### config.mk
export PLATFORM = sky130hd
export DESIGN_NAME = link_burst_master
export DESIGN_NICKNAME = d
export VERILOG_FILES = /design/src/rtl/link_burst_master.sv
export SDC_FILE = /design/constraint.sdc
export NUM_CORES = 1
export LEC_CHECK = 0
export CORE_MARGIN = 1
export CORE_UTILIZATION = 50
export CTS_BUF_LIST = sky130_fd_sc_hd__clkbuf_16
export DETAILED_ROUTE_END_ITERATION = 10
export HOLD_SLACK_MARGIN = 0.03
export PLACE_DENSITY = 0.84
export SLEW_MARGIN = 20
export SYNTH_ARGS = -nofsm -noshare
export SYNTH_HDL_FRONTEND = slang
export SYNTH_SLANG_ARGS = --single-unit
export TNS_END_PERCENT = 10
### constraint.sdc
create_clock -name clk -period 3.55 [get_ports clk]
set_input_delay 0.355 -clock clk [delete_from_list [all_inputs] [get_ports clk]]
set_output_delay 0.355 -clock clk [all_outputs]
set_load 0.01 [all_outputs]
### src/rtl/link_burst_master.sv
// Burst master for a 4-phase req/ack link: fetches BURST_LEN words from a
// valid/ready source and hands each one over a full req/ack handshake.
module link_burst_master #(
    parameter int DATA_W    = 8,
    parameter int BURST_LEN = 4,
    parameter int TIMEOUT   = 16,
    localparam int IDX_W    = (BURST_LEN > 1) ? $clog2(BURST_LEN) : 1
) (
    input  logic              clk,
    input  logic              rst,
    input  logic              start,
    input  logic              abort,
    input  logic              in_valid,
    output logic              in_ready,
    input  logic [DATA_W-1:0] in_data,
    input  logic              ack,
    output logic              req,
    output logic [DATA_W-1:0] data,
    output logic              done,
    output logic              busy,
    output logic              err_timeout,
    output logic [IDX_W-1:0]  word_idx
);

    localparam int WAIT_W = (TIMEOUT > 1) ? $clog2(TIMEOUT) : 1;
    localparam logic [IDX_W-1:0]  LAST_IDX  = IDX_W'(BURST_LEN - 1);
    localparam logic [WAIT_W-1:0] WAIT_LAST = (TIMEOUT > 0) ? WAIT_W'(TIMEOUT - 1) : '0;

    typedef enum logic [2:0] {
        S_IDLE, S_FETCH, S_REQ, S_DROP, S_DONE, S_ERR, S_ABORT
    } state_t;

    state_t             state_q, state_d;
    logic [DATA_W-1:0]  data_q, data_d;
    logic [IDX_W-1:0]   idx_q, idx_d;
    logic [WAIT_W-1:0]  wait_q, wait_d;
    logic               err_q, err_d;

    always_ff @(posedge clk or negedge rst) begin
        if (!rst) begin
            state_q <= S_IDLE;
            data_q  <= '0;
            idx_q   <= '0;
            wait_q  <= '0;
            err_q   <= 1'b0;
        end else begin
            state_q <= state_d;
            data_q  <= data_d;
            idx_q   <= idx_d;
            wait_q  <= wait_d;
            err_q   <= err_d;
        end
    end

    always_comb begin
        state_d = state_q;
        data_d  = data_q;
        idx_d   = idx_q;
        wait_d  = wait_q;
        err_d   = err_q;
        unique case (state_q)
            S_IDLE: begin
                if (start) begin
                    state_d = S_FETCH;
                    idx_d   = '0;
                    err_d   = 1'b0;
                end
            end
            S_FETCH: begin
                if (abort) begin
                    state_d = S_ABORT;
                end else if (in_valid) begin
                    data_d  = in_data;
                    wait_d  = '0;
                    state_d = S_REQ;
                end
            end
            S_REQ: begin
                // abort outranks ack and timeout in the same cycle
                if (abort) begin
                    state_d = S_ABORT;
                end else if (ack) begin
                    state_d = S_DROP;
                end else if ((TIMEOUT > 0) && (wait_q == WAIT_LAST)) begin
                    state_d = S_ERR;
                    err_d   = 1'b1;
                end else begin
                    wait_d = wait_q + 1'b1;
                end
            end
            S_DROP: begin
                if (abort) begin
                    state_d = S_ABORT;
                end else if (!ack) begin
                    if (idx_q == LAST_IDX) begin
                        state_d = S_DONE;
                    end else begin
                        idx_d   = idx_q + 1'b1;
                        state_d = S_FETCH;
                    end
                end
            end
            S_DONE: begin
                idx_d   = '0;
                state_d = S_IDLE;
            end
            S_ERR:   state_d = S_ABORT;
            S_ABORT: if (!ack) state_d = S_IDLE;
            default: state_d = S_IDLE;
        endcase
    end

    assign in_ready    = (state_q == S_FETCH);
    assign req         = (state_q == S_REQ);
    assign done        = (state_q == S_DONE);
    assign busy        = (state_q != S_IDLE);
    assign err_timeout = err_q;
    assign data        = data_q;
    assign word_idx    = idx_q;

endmodule
# Word-level counts from Yosys, hierarchy flattened
# Cells that the tools add are included.
# Widths: inputs -> output; s select.
# op_classes
n_mul,0
n_addsub,2
shifts,0
muxes,27
n_div,0
n_bitwise,1
n_lt_le_gt_ge,0
n_reduce_logical,10
eq_ne,22
# ops
operator,count
$mux 3,10
$mux 4,5
$ne 2x2->1 const B,10
$pmux 3 s6,1
$reduce_and 5->1,3
$eq 3x3->1 const B,3
$mux 2,4
$pmux 4 s2,1
$eq 3x2->1 const B,2
$ne 3x3->1 const B,2
$pmux 2 s3,1
$reduce_and 6->1,1
$reduce_bool 3->1,2
$add 4x1->4 const B,1
$eq 4x4->1 const B,1
$mux 1,4
$ne 4x3->1 const B,1
$reduce_bool 2->1,2
$eq 3x1->1 const B,1
$logic_not 3->1,1
$reduce_and 3->1,1
$add 2x1->2 const B,1
$eq 2x2->1 const B,1
$ne 2x1->1 const B,1
other kinds (2),2
# totals
regBits,18
inputBits,14
rom_bits,0
latch_bits,0
output_inout_bits,15
memories,0
ramBits,0

# Logic depth before layout (Yosys ltp)
# Gate-level depths: netlist (run 1).
# depth
depth_word,5
depth_mapped,6

# Worst setup path after synthesis (run 1)
# OpenSTA, ideal clock, no wires.
# synth_path
path_kind,flip-flop to flip-flop
start,reg state_q[0]
end,reg state_q[2]
stages_incl_launch_ff,5
path_buffers,1
t_required_ns,3.428
synth_period_minus_slack_ns,1.635
path_slack_ns,1.915
arrival_ns,1.514
setup_ns,0.122
path_cell_list,dfrtp_1 -> buf_6 -> or3b_4 -> or3_4 -> a32o_1
# synth_via
elab_chain_len,3
word_cells_on_any_way,13
# synth_lines
element,line,rtl
"start, declared",33,"state_t state_q, state_d;"
"start signal, assigned",47,state_q <= state_d;
"$eq 3x2->1, or another cell as far along",61,unique case (state_q)
"$ne 4x3->1 (no source line), or another cell as far along",n/a,
$reduce_and 5->1 (no source line),n/a,
# Parallel ways exist; a longest one is shown, timed or not.
# A chain may end at the register's enable or synchronous reset.

# Worst setup path after layout (run 1)
# layout_path
start,reg state_q[2]
end,out req
# layout_via
elab_chain_len,1
# layout_lines
element,line,rtl
$eq 3x2->1,114,assign req = (state_q == S_REQ);
"end, declared",17,"output logic req,"
# Every way passes these cells.

==> impl_metrics.env, run 1 <==
export IMPL_grt_ovfl_total=0
export IMPL_drc=0
export IMPL_num_io_pins=29
export IMPL_synth_common_cells="dfrtp_1, mux2_2, nor2_1, o21ai_0"
export IMPL_power_leakage_nw=0.5713
export IMPL_ys_seq_area_frac=0.4500
export IMPL_nNetsFinal=138
export IMPL_async_reset_ff_frac=1.000
export IMPL_core_area_sq_um=1802
export IMPL_synth_most_common_cell="dfrtp_1"
export IMPL_antenna_cells=0
export IMPL_finalMaxSlewViolations=0
export IMPL_hp_start="data[3]"
export IMPL_rows=15
export IMPL_r2r_end="data[4]"
export IMPL_ys_warnings_count=0
export IMPL_drt_pass1_iterations=4
export IMPL_routed_wl_mm=2.272
export IMPL_crit_fanout=18
export IMPL_syn_avg_cell_area_sq_um=10.54
export IMPL_synth_ff_type="dfrtp_1"
export IMPL_cellPowerDensity_nw_per_um2=854.4
export IMPL_grt_pass1_vias=828
export IMPL_path_class="flop to primary output"
export IMPL_hold_path_class="flop to flop"
export IMPL_netlist_top_cells_area="dfrtp_1, mux2_2, a22o_1, ha_1, o21ai_0"
export IMPL_setup_violations=0
export IMPL_drive_gt1_frac=0.1488
export IMPL_dieWidth_um=46.74
export IMPL_finClkSkew_ns=0.004266
export IMPL_hold_end="data[3]"
export IMPL_cts_clk_slew_worst_paths_ns=0.05
export IMPL_num_vias=841
export IMPL_ff2ff_setup_slack_ns=1.64
export IMPL_cp_arrival_ns=1.88
export IMPL_grt_max_degree=19
export IMPL_startpoint_type="flop"
export IMPL_die_h_um=46.74
export IMPL_post_drt_via_cell_ratio=5.760
export IMPL_multi_input_area_sq_um=500.5
export IMPL_start_util=0.5556
export IMPL_grt_usage=0.2405
export IMPL_cp_end_kind="primary output"
export IMPL_tightestPinTransition_ns=0.7879
export IMPL_drtIter0Drc=19
export IMPL_grt_pass1_wl_mm=3.650
export IMPL_status="complete, no violations"
export IMPL_setup_tns_ns=0
export IMPL_syn_instance_count=95
export IMPL_hpwl_mm=1.631
export IMPL_avgRoutedWirePerCell_um=15.56
export IMPL_area_delta_synth_final_pct=35.50
export IMPL_fin_crit_sh=0.6304
export IMPL_io_buffers=28
export IMPL_rsz0062_at_grt="no"
export IMPL_synth_edf_count=0
export IMPL_ir_drop_mv=0.5188
export IMPL_post_cts_resized=0
export IMPL_final_seq_area_sq_um=450.4
export IMPL_cap_viol_max_count=0
export IMPL_final_area_sq_um=1356
export IMPL_place_area_sq_um=1277
export IMPL_synth_area_sq_um=1001
export IMPL_cts_made_buffers=3
export IMPL_r2r_start="state_q[0]"
export IMPL_gp_congestion=0.8457
export IMPL_yosysTopAreaCell="dfrtp_1"
export IMPL_crit_required_ns=3.19
export IMPL_cts_root_buf="clkbuf_16"
export IMPL_ys_types=38
export IMPL_cts_buffer_depth=2
export IMPL_holdWs_ns=0.5031
export IMPL_postRouteAntennaNets=0
export IMPL_hold_depth=1
export IMPL_cts_sinks=18
export IMPL_fill_cells=139
export IMPL_htree_levels=1
export IMPL_clk_latency_ns=0.25
export IMPL_postCtsSetupBuffers=0
export IMPL_cts_tree="yes"
export IMPL_dieArea_sq_um=2185
export IMPL_final_hold_violation_count=0
export IMPL_antenna_found_initial=0
export IMPL_syn_nets=111
export IMPL_slew_headroom=0.4731
export IMPL_r2r_worst_path_cells=3
export IMPL_ctsHoldBuffers=0
export IMPL_min_period_ns=2.238
export IMPL_synth_top_area_frac=0.4500
export IMPL_fmax_mhz=446.8
export IMPL_synth_seq_cells=18
[worst max-delay path, cell delays in order (launching register included)]
cell	delay [ns]
dfrtp_1	0.57
or3b_4	0.49
inv_1	0.06
clkdlybuf4s50_1	0.52
[kinds of logic (layout without fill, tap and decap cells)]
| logic type | count (synthesis) | count (layout) | synth area share |
|---|---|---|---|
| DFF | 18 | 18 | 0.4500 |
| buffers and inverters | 10 | 36 | 0.04999 |
| adders and majority gates | 2 | 2 | 0.02500 |
| muxes | 11 | 11 | 0.1225 |
| AOI/OAI and AO/OA | 23 | 23 | 0.1663 |
| and+or+nand+nor | 31 | 31 | 0.1863 |
[layout by cell type (no fill, tap or decap), types with 2 or more instances in the layout]
cell type         n
a21oi_1           3
a22o_1            4
clkbuf_16         3
clkdlybuf4s50_1  28
dfrtp_1          18
ha_1              2
inv_1             4
mux2_2           10
nand2_1           3
nand2b_1          2
nand3_1           3
nor2_1            6
nor2b_1           3
nor3_1            2
nor3_2            2
nor4_1            2
o21ai_0           5
or3_1             2
[metal layers]
layer	GRT usage	share of wire
met5	0	0
met3	0.04615	0.047
met1	0.3119	0.45
met4	0.06286	0.0035
met2	0.4139	0.50
[sequential cells by signal, indices dropped and copies added (netlist names)]
name	flops
data	8
err_timeout	1
state_q	3
wait_q	4
word_idx	2
[worst max path at each step]
stage / from / endpoint / slack, ns / depth (start not counted)
2_1_floorplan: state_q[0] / state_q[2] / 1.91 / 4
3_3_place_gp: abort / data[4] / 1.45 / 3
3_5_place_dp: abort / state_q[0] / 1.39 / 5
4_1_cts: state_q[1] / req / 1.31 / 3
5_1_grt: state_q[0] / in_ready / 1.18 / 3
6_report: state_q[2] / req / 1.31 / 3
[power by group]
group / total [mW] / switching [mW] / internal [mW]
clock: 0.223 / 0.0737 / 0.150
combinational: 0.506 / 0.199 / 0.307
sequential: 0.430 / 0.131 / 0.299
[final cells by class]
| class | count | area share |
|---|---|---|
| multi-input cells | 67 | 0.3690 |
| flip-flops and latches | 18 | 0.3321 |
| repair buffers | 28 | 0.2066 |
| clock buffers | 3 | 0.05535 |
| well taps | 25 | 0.02306 |
| inverters | 4 | 0.01107 |
| clock inverters | 1 | 0.002768 |
[per-stage QoR]
step	utilization	std cells	setup WS, ns	power, mW
2_1_floorplan	-	95	1.915	0.7205
3_3_place_gp	0.7090	142	1.450	0.9055
3_5_place_dp	0.7090	142	1.387	0.9312
4_1_cts	0.7528	146	1.308	1.163
5_1_grt	0.7528	146	1.182	1.233
6_report	0.7528	146	1.312	1.159
Note: power is estimated with default switching activity, not from simulation.
==> run 2: changes to the inputs <==
--- a/config.mk
+++ b/config.mk
@@ -6,11 +6,11 @@
 export NUM_CORES = 1
 export LEC_CHECK = 0
 export CORE_MARGIN = 1
-export CORE_UTILIZATION = 50
+export CORE_UTILIZATION = 46
 export CTS_BUF_LIST = sky130_fd_sc_hd__clkbuf_16
 export DETAILED_ROUTE_END_ITERATION = 10
 export HOLD_SLACK_MARGIN = 0.03
-export PLACE_DENSITY = 0.84
+export PLACE_DENSITY = 0.78
 export SLEW_MARGIN = 20
 export SYNTH_ARGS = -nofsm -noshare
 export SYNTH_HDL_FRONTEND = slang
==> constraint.sdc (replaced) <==
create_clock -name clk -period 2.3 [get_ports clk]
set_input_delay 0.23 -clock clk [delete_from_list [all_inputs] [get_ports clk]]
set_output_delay 0.23 -clock clk [all_outputs]
set_load 0.01 [all_outputs]
==> run 2 against run 1 <==
  * Worst setup slack got worse by 1.1 ns
  * Clock skew fell by 0.00066 ns
  * Sequential cell count is the same
  * Hold slack worse by 0.036 ns
  * Die area up 8.3%
  * Sequential share of layout area is 0.60 points lower
  * Total power is 55% higher
  * Register-to-register slack lost 1.2 ns
  * First-iteration DRC count increased by 120%
  * Non-clock buffer count grew 3
  * Critical path type unchanged
  * Largest cell class unchanged
==> impl_metrics.env, run 2 (synthesis gave the netlist of run 1 again) <==
export IMPL_drive_gt1_frac=0.1694
export IMPL_dieWidth_um=48.65
export IMPL_cts_sinks=18
export IMPL_pwr_share_clk=0.195
export IMPL_status="complete, no violations"
export IMPL_grt_usage=0.1944
export IMPL_routed_wl_mm=2.108
export IMPL_dieArea_sq_um=2366
export IMPL_drtIter0Drc=41
export IMPL_num_vias=867
export IMPL_ir_drop_mv=0.8366
export IMPL_avgRoutedWirePerCell_um=13.96
export IMPL_rsz0062_at_grt="no"
export IMPL_cap_viol_max_count=0
export IMPL_final_hold_violation_count=0
export IMPL_crit_required_ns=2.07
export IMPL_path_class="flop to primary output"
export IMPL_top_layer="met3"
export IMPL_setup_tns_ns=0
export IMPL_multi_input_area_sq_um=500.5
export IMPL_mostFrequentLayoutCells="clkdlybuf4s50_1, dfrtp_1, mux2_2, nor2_1, o21ai_0"
export IMPL_r2r_worst_path_cells=3
export IMPL_place_area_sq_um=1303
export IMPL_grt_pass1_wl_mm=3.650
export IMPL_grt_max_degree=19
export IMPL_num_io_pins=29
export IMPL_holdWs_ns=0.4672
export IMPL_clk_latency_ns=0.25
export IMPL_finalMaxSlewViolations=0
export IMPL_ctsHoldBuffers=0
export IMPL_mostFrequentLayoutCell="clkdlybuf4s50_1"
export IMPL_cts_tree="yes"
export IMPL_crit_fanout=15
export IMPL_cp_end_kind="primary output"
export IMPL_setup_violations=0
export IMPL_drc=0
export IMPL_area_delta_synth_final_pct=38.00
export IMPL_slew_headroom=0.4376
export IMPL_start_util=0.5000
export IMPL_r2r_start="state_q[1]"
export IMPL_ff2ff_setup_slack_ns=0.47
export IMPL_p_sw_frac=0.3430
export IMPL_finClkSkew_ns=0.003601
export IMPL_internal_power_mw=1.179
export IMPL_grt_pass1_vias=844
export IMPL_min_period_ns=2.126
export IMPL_design_power_total_mw=1.795
export IMPL_post_route_util=0.6900
export IMPL_power_leakage_nw=0.5866
export IMPL_cellPowerDensity_nw_per_um2=1299
export IMPL_rows=16
export IMPL_antenna_found_initial=0
export IMPL_cts_buffer_depth=2
export IMPL_p_switching_uw=615.5
export IMPL_hpwl_mm=1.551
export IMPL_final_seq_area_sq_um=450.4
export IMPL_postRouteAntennaNets=0
export IMPL_cts_root_buf="clkbuf_16"
export IMPL_final_area_sq_um=1381
export IMPL_post_drt_via_cell_ratio=5.742
export IMPL_post_cts_resized=0
export IMPL_cts_made_buffers=3
export IMPL_share_seq_of_total_power=0.353
export IMPL_fill_cells=151
export IMPL_postCtsSetupBuffers=0
export IMPL_largest_register_ff_count=8
export IMPL_fmax_mhz=470.5
export IMPL_routed_wl_met2_mm=1.022
export IMPL_io_buffers=28
export IMPL_r2r_end="state_q[2]"
export IMPL_cp_arrival_ns=1.90
export IMPL_wl_met1_um=943
export IMPL_nNetsFinal=141
export IMPL_wl_met3_um=142
export IMPL_htree_levels=1
export IMPL_antenna_cells=0
export IMPL_core_area_sq_um=2002
export IMPL_power_frac_comb=0.452
export IMPL_grt_ovfl_total=0
export IMPL_hold_path_class="input pin to asynchronous set/reset pin"
export IMPL_tightestPinTransition_ns=0.8409
export IMPL_die_h_um=48.65
export IMPL_drt_pass1_iterations=4
export IMPL_cts_clk_slew_worst_paths_ns=0.06
export IMPL_fin_crit_sh=0.9242
export IMPL_gp_congestion=0.8731
export IMPL_startpoint_type="flop"
-- run 2: cell types whose count changed in the layout (fill, tap and decap cells not counted) --
cell   delta
buf_4     +3
-- run 2: area by class of cell --
type / instances / share of cell area
Tap cell: 27 / 0.02446
Clock inverter: 1 / 0.002717
Multi-Input combinational cell: 67 / 0.3623
Clock buffer: 3 / 0.05435
Sequential cell: 18 / 0.3261
Timing Repair Buffer: 31 / 0.2192
Inverter: 4 / 0.01087
-- run 2: worst max-delay path by stage --
stage | slack [ns] | cells past startpoint | endpoint | from
final | 0.17 | 3 | req | state_q[1]
after global routing | 0.1 | 3 | req | state_q[1]
after CTS | 0.18 | 3 | req | state_q[0]
after detailed placement | 0.45 | 3 | req | state_q[1]
after global placement | 0.48 | 3 | req | state_q[0]
after floorplan | 0.66 | 4 | state_q[2] | state_q[0]
-- run 2: power groups by stage --
stage / Sequential (mW) / Combinational [mW] / Clock, mW
3_3_place_gp: 0.626 / 0.794 / 0
5_1_grt: 0.663 / 0.886 / 0.369
3_5_place_dp: 0.635 / 0.812 / 0
6_report: 0.634 / 0.810 / 0.350
2_1_floorplan: 0.596 / 0.516 / 0
4_1_cts: 0.632 / 0.819 / 0.357
-- run 2: worst max-delay path, stage by stage, from the launching register on --
cell and delay, ns:
dfrtp_1 0.58, or3b_4 0.47, inv_1 0.07, clkdlybuf4s50_1 0.53
-- run 2: metal layers --
metal  up-vias  track usage
met5         -            0
met4         0      0.05392
met3         0      0.03459
met2        40       0.3310
met1       415       0.2525
li1        412            -
-- run 2: through the flow --
stage / worst slack, ns / std cells
2_1_floorplan: 0.6649 / 95
3_3_place_gp: 0.4838 / 147
3_5_place_dp: 0.4463 / 147
4_1_cts: 0.1768 / 151
5_1_grt: 0.09614 / 151
6_report: 0.1744 / 151
==> run 3: changes to the inputs <==
--- a/config.mk
+++ b/config.mk
@@ -9,8 +9,9 @@
 export CORE_UTILIZATION = 46
 export CTS_BUF_LIST = sky130_fd_sc_hd__clkbuf_16
 export DETAILED_ROUTE_END_ITERATION = 10
-export HOLD_SLACK_MARGIN = 0.03
+export HOLD_SLACK_MARGIN = 0.06
 export PLACE_DENSITY = 0.78
+export SKIP_LAST_GASP = 1
 export SLEW_MARGIN = 20
 export SYNTH_ARGS = -nofsm -noshare
 export SYNTH_HDL_FRONTEND = slang
==> results of run 3 <==
The final DEF is identical to that of run 2; final timing and power are the same.
